## src/rtl/lc3b_types.sv

```systemverilog
// Shared LC-3b type definitions: the machine word, the two-bit byte
// mask, and the state encoding of the instruction/data memory-port arbiter.
package lc3b_types;

  // 16-bit machine word used for addresses and data.
  typedef logic [15:0] lc3b_word;

  // Byte enables for a 16-bit word: bit 1 is the high byte.
  typedef logic [1:0] lc3b_mem_wmask;

  // Arbiter state: free, or owned by fetch (I) or data (D) until the
  // memory acknowledges the access.
  typedef enum logic [1:0] {
    IDLE   = 2'b00,
    BUSY_I = 2'b01,
    BUSY_D = 2'b10
  } lc3b_arb_state;

endpackage : lc3b_types

```

## src/rtl/mem_port_arbiter.sv

```systemverilog
// Two-requester arbiter sharing a single memory port between instruction
// fetch (I) and the memory stage (D). D wins ties, except that I is
// guaranteed a grant after STARVE_LIMIT consecutive D grants taken while I
// was waiting. Commands are registered at grant time and held until the
// memory responds. The response and read data are routed back
// combinationally to the owner.
module mem_port_arbiter
  import lc3b_types::*;
#(
  parameter int STARVE_LIMIT = 4
) (
  input  logic          clk,
  input  logic          rst_n,

  input  logic          i_read,
  input  lc3b_word      i_address,
  output lc3b_word      i_rdata,
  output logic          i_resp,

  input  logic          d_read,
  input  logic          d_write,
  input  lc3b_word      d_address,
  input  lc3b_word      d_wdata,
  input  lc3b_mem_wmask d_byte_enable,
  output lc3b_word      d_rdata,
  output logic          d_resp,

  output logic          pmem_read,
  output logic          pmem_write,
  output lc3b_word      pmem_address,
  output lc3b_word      pmem_wdata,
  output lc3b_mem_wmask pmem_byte_enable,
  input  lc3b_word      pmem_rdata,
  input  logic          pmem_resp
);

  // The counter only needs to reach STARVE_LIMIT, where it saturates.
  localparam int CW = (STARVE_LIMIT < 1) ? 1 : $clog2(STARVE_LIMIT + 1);
  localparam logic [CW-1:0] LIMIT_VAL = CW'(STARVE_LIMIT);

  lc3b_arb_state state_reg;
  logic [CW-1:0] starve_cnt_reg;

  logic d_req;
  logic limit_hit;
  logic grant_i;
  logic grant_d;

  // Grant decision, taken only while the port is free.
  always_comb begin
    d_req     = d_read | d_write;
    limit_hit = (starve_cnt_reg == LIMIT_VAL);
    grant_i   = 1'b0;
    grant_d   = 1'b0;
    if (state_reg == IDLE) begin
      grant_i = i_read & (~d_req | limit_hit);
      grant_d = d_req & ~grant_i;
    end
  end

  // Response routing: only the current owner sees the memory acknowledge;
  // read data is shared and passed through unregistered.
  always_comb begin
    i_resp  = (state_reg == BUSY_I) & pmem_resp;
    d_resp  = (state_reg == BUSY_D) & pmem_resp;
    i_rdata = pmem_rdata;
    d_rdata = pmem_rdata;
  end

  // Ownership FSM and registered memory command. Address, data and enables
  // stay at their last values once a transaction finishes; only the
  // read/write strobes drop.
  always_ff @(posedge clk or negedge rst_n) begin
    if (!rst_n) begin
      state_reg        <= IDLE;
      pmem_read        <= 1'b0;
      pmem_write       <= 1'b0;
      pmem_address     <= '0;
      pmem_wdata       <= '0;
      pmem_byte_enable <= '0;
    end else begin
      case (state_reg)
        IDLE: begin
          if (grant_i) begin
            state_reg        <= BUSY_I;
            pmem_read        <= 1'b1;
            pmem_write       <= 1'b0;
            pmem_address     <= i_address;
            pmem_wdata       <= '0;
            pmem_byte_enable <= 2'b11;
          end else if (grant_d) begin
            // A simultaneous read+write request is issued as a write only.
            state_reg        <= BUSY_D;
            pmem_read        <= d_read & ~d_write;
            pmem_write       <= d_write;
            pmem_address     <= d_address;
            pmem_wdata       <= d_wdata;
            pmem_byte_enable <= d_byte_enable;
          end
        end
        BUSY_I, BUSY_D: begin
          if (pmem_resp) begin
            state_reg  <= IDLE;
            pmem_read  <= 1'b0;
            pmem_write <= 1'b0;
          end
        end
        default: begin
          state_reg  <= IDLE;
          pmem_read  <= 1'b0;
          pmem_write <= 1'b0;
        end
      endcase
    end
  end

  // Starvation counter: counts consecutive D grants that overtook a waiting
  // fetch; any I grant, or a D grant with no fetch waiting, restarts it.
  always_ff @(posedge clk or negedge rst_n) begin
    if (!rst_n) begin
      starve_cnt_reg <= '0;
    end else if (grant_i) begin
      starve_cnt_reg <= '0;
    end else if (grant_d) begin
      if (!i_read) begin
        starve_cnt_reg <= '0;
      end else if (!limit_hit) begin
        starve_cnt_reg <= starve_cnt_reg + 1'b1;
      end
    end
  end

endmodule : mem_port_arbiter
```

## config.mk

```make
export PLATFORM = sky130hd
export DESIGN_NAME = mem_port_arbiter
export DESIGN_NICKNAME = d
export VERILOG_FILES = /design/src/rtl/lc3b_types.sv /design/src/rtl/mem_port_arbiter.sv
export SDC_FILE = /design/constraint.sdc
export NUM_CORES = 1
export LEC_CHECK = 0
export CAP_MARGIN = 20
export CORE_ASPECT_RATIO = 1.25
export CORE_UTILIZATION = 40
export CTS_CLUSTER_DIAMETER = 200
export CTS_CLUSTER_SIZE = 14
export DETAILED_ROUTE_END_ITERATION = 10
export GPL_ROUTABILITY_DRIVEN = 0
export PLACE_DENSITY = 0.87
export REMOVE_ABC_BUFFERS = 1
export SLEW_MARGIN = 30
export SYNTH_ARGS = -nofsm -noshare
export SYNTH_HDL_FRONTEND = slang
export SYNTH_SLANG_ARGS = --single-unit
```

## constraint.sdc

```tcl
create_clock -name clk -period 2.6 [get_ports clk]
set_clock_uncertainty 0.05 [all_clocks]
set_input_delay 0.52 -clock clk [delete_from_list [all_inputs] [get_ports clk]]
set_output_delay 0.52 -clock clk [all_outputs]
set_load 0.005 [all_outputs]
```

==> impl_metrics.env <==
export IMPL_hold_viol_final=0
export IMPL_postRouteWirelength_mm=5.735
export IMPL_critPathSlowestCell="clkdlybuf4s50_1"
export IMPL_end_kind="output port"
export IMPL_power_frac_seq_pct=34.3
export IMPL_grt_pass1_vias=1803
export IMPL_final_area_sq_mm=0.003073
export IMPL_reg2reg_depth=5
export IMPL_grt_usage_pct=19.16
export IMPL_internal_power_mw=2.169
export IMPL_initial_core_util_pct=41.47
export IMPL_worstPathArrival_ns=1.64
export IMPL_rows=30
export IMPL_fin_crit_sh_pct=84.88
export IMPL_worst_slack_ns=0.3932
export IMPL_fin_tns_setup_ns=0
export IMPL_outcome="finished, final reports clean"
export IMPL_drc=0
export IMPL_syn_area_sq_mm=0.002257
export IMPL_cts_root_buffer="clkbuf_8"
export IMPL_grt_pass1_wl_mm=8.928
export IMPL_dp_cells=315
export IMPL_finalSetupViolCount=0
export IMPL_syn_area_per_cell_sq_um=11.58
export IMPL_required_ns=2.03
export IMPL_synth_top_family_by_area="compound AO/OA/AOI/OAI gates"
export IMPL_switching_share_pct=34.28
export IMPL_fp_dieW_microns=69.19
export IMPL_fin_nets=335
export IMPL_dieArea_sq_mm=0.005949
export IMPL_first_pass_iters=3
export IMPL_cts_made_buffers=5
export IMPL_yosysWarnings=0
export IMPL_clk_latency_ns=0.29
export IMPL_ys_seq_area_share_pct=45.45
export IMPL_cp_start_kind="input pin"
export IMPL_drive_gt1_share_pct=9.653
export IMPL_cts_tree="built"
export IMPL_synth_edf_count=0
export IMPL_critPathMaxStageDelay_ns=0.50
export IMPL_regArea_sq_mm=0.001026
export IMPL_ios=142
export IMPL_layout_commonest_cell="clkdlybuf4s50_1"
export IMPL_synth_xor_area_share_pct=0
export IMPL_p_leak_nw=1.299
export IMPL_grt_max_degree=42
export IMPL_clockBufferDepth=2
export IMPL_cap_viol_max_count=0
export IMPL_post_cts_buffers=0
export IMPL_finalPower_mw=3.301
export IMPL_via_per_inst=5.409
export IMPL_synthFlopType="dfrtp_1"
export IMPL_syn_inst=195
export IMPL_htree_levels=2
export IMPL_antenna_found_initial=0
export IMPL_cts_hold_buffers=0
export IMPL_coreArea_sq_mm=0.005443
export IMPL_yosys_area_share_adder_pct=2.772
export IMPL_antenna_left=0
export IMPL_synth_compound_area_share_pct=29.99
export IMPL_path_max_fanout=3
export IMPL_cpMostUsedCell="clkdlybuf4s50_1"
export IMPL_rsz0062_at_grt="false"
export IMPL_power_frac_clock_pct=12.3
export IMPL_yosys_area_share_simple_pct=4.268
export IMPL_antennaDiodeCount=0
export IMPL_maxSlewHeadroom_pct=48.88
export IMPL_post_cts_resized=0
export IMPL_path_cells="clkdlybuf4s50_1, and2_1, clkdlybuf4s50_1"
export IMPL_clkTransAtPathRegs_ns=0.08
export IMPL_port_buffers=93
export IMPL_whs_ns=0.1411
export IMPL_fillCellCount=470
export IMPL_critical_path_class="input pin to output port"
export IMPL_hold_class="input pin to async pin"
export IMPL_drtIter0Drc=63
export IMPL_finalNonFillerCells=323
export IMPL_tightest_slew_ns=0.7667
export IMPL_hpwl_mm=4.241
export IMPL_final_cell_mix="92 x clkdlybuf4s50_1, 41 x dfrtp_1, 34 x a22o_1"
export IMPL_clkSinkCount=41
export IMPL_netSwitchingPower_mw=1.131
export IMPL_fin_util_pct=56.46
export IMPL_multi_input_area_sq_um=858.3
export IMPL_grt_ovfl_total=0
export IMPL_irDropWorstVdd_mv=0.5354
export IMPL_wire_per_inst_microns=17.76
export IMPL_async_reset_ff_share_pct=100.0
export IMPL_synth_area_mux_share_pct=0.9978
export IMPL_finalCriticalPeriod_ns=2.207
export IMPL_dp_slack_ns=0.2286
export IMPL_synth_seq_cells=41
export IMPL_power_density_mw_per_mm2=1074
export IMPL_combPwrFrac_pct=53.3
export IMPL_place_area_sq_mm=0.002984
export IMPL_slew_violations=0
export IMPL_fmax_mhz=453.1
export IMPL_ys_types=33
export IMPL_fp_dieH_microns=85.99
export IMPL_syn_to_final_growth_pct=36.14
export IMPL_vias=1747
[critical path: cells and delay by family]
family | cells | cell delay [ns]
buffers and inverters | 2 | 0.99
AND/OR/NAND/NOR | 1 | 0.13
[per-layer routing]
| layer | wire, microns | vias to the layer above | track usage [%] | part of all wire [%] |
|---|---|---|---|---|
| li1 | - | 811 | - | - |
| met1 | 2437 | 831 | 23.28 | 42 |
| met2 | 2719 | 99 | 31.16 | 47 |
| met3 | 521 | 6 | 7.991 | 9.1 |
| met4 | 57 | 0 | 5.009 | 0.99 |
| met5 | 0 | - | 2.564 | 0 |
[worst paths after layout]
check | start | to | slack, ns
setup / recovery | pmem_resp | i_resp | 0.39
setup reg to reg | state_reg[1]$_DFFE_PN0P_ | pmem_address[3]$_DFFE_PN0P_ | 0.61
hold reg to reg | pmem_wdata[8]$_DFFE_PN0P_ | pmem_wdata[8]$_DFFE_PN0P_ | 0.45
max in group asynchronous | rst_n | pmem_address[14]$_DFFE_PN0P_ | 2.00
hold / removal | rst_n | pmem_wdata[7]$_DFFE_PN0P_ | 0.14
min in group clk | pmem_wdata[8]$_DFFE_PN0P_ | pmem_wdata[8]$_DFFE_PN0P_ | 0.45
[synthesized netlist by cell type, types with 3 or more instances]
cell | n | share of area [%]
o2bb2ai_1 | 15 | 5.8
a22o_1 | 34 | 13
ha_1 | 5 | 2.8
o21bai_1 | 16 | 5.3
inv_1 | 5 | 0.83
buf_6 | 4 | 2.0
dfrtp_1 | 41 | 45
buf_2 | 7 | 1.6
and2_1 | 3 | 0.83
buf_4 | 34 | 11
[logic make-up (layout without fill, tap and decap cells)]
kind of cell,after synthesis,count (layout)
buf+inv,52,116
mux,2,2
flops,41,41
compound gates,79,79
fa+ha+maj,5,5
simple gates,16,16
[area by class of cell]
type                       count  area share (%)
multi-input combinational    102           27.93
clock buffer                   5           2.239
inverter                       5          0.6107
tap                           64           2.606
sequential                    41           33.39
timing repair buffer         103           32.65
clock inverter                 3          0.5700
[power by group through the flow]
stage	Clock [mW]	Sequential, mW	Combinational (mW)
6_report	0.406	1.13	1.76
3_3_place_gp	0	1.13	1.72
2_1_floorplan	0	1.14	0.812
4_1_cts	0.424	1.14	1.78
3_5_place_dp	0	1.14	1.78
5_1_grt	0.451	1.17	1.91
Note: power is estimated with default switching activity, not from simulation.
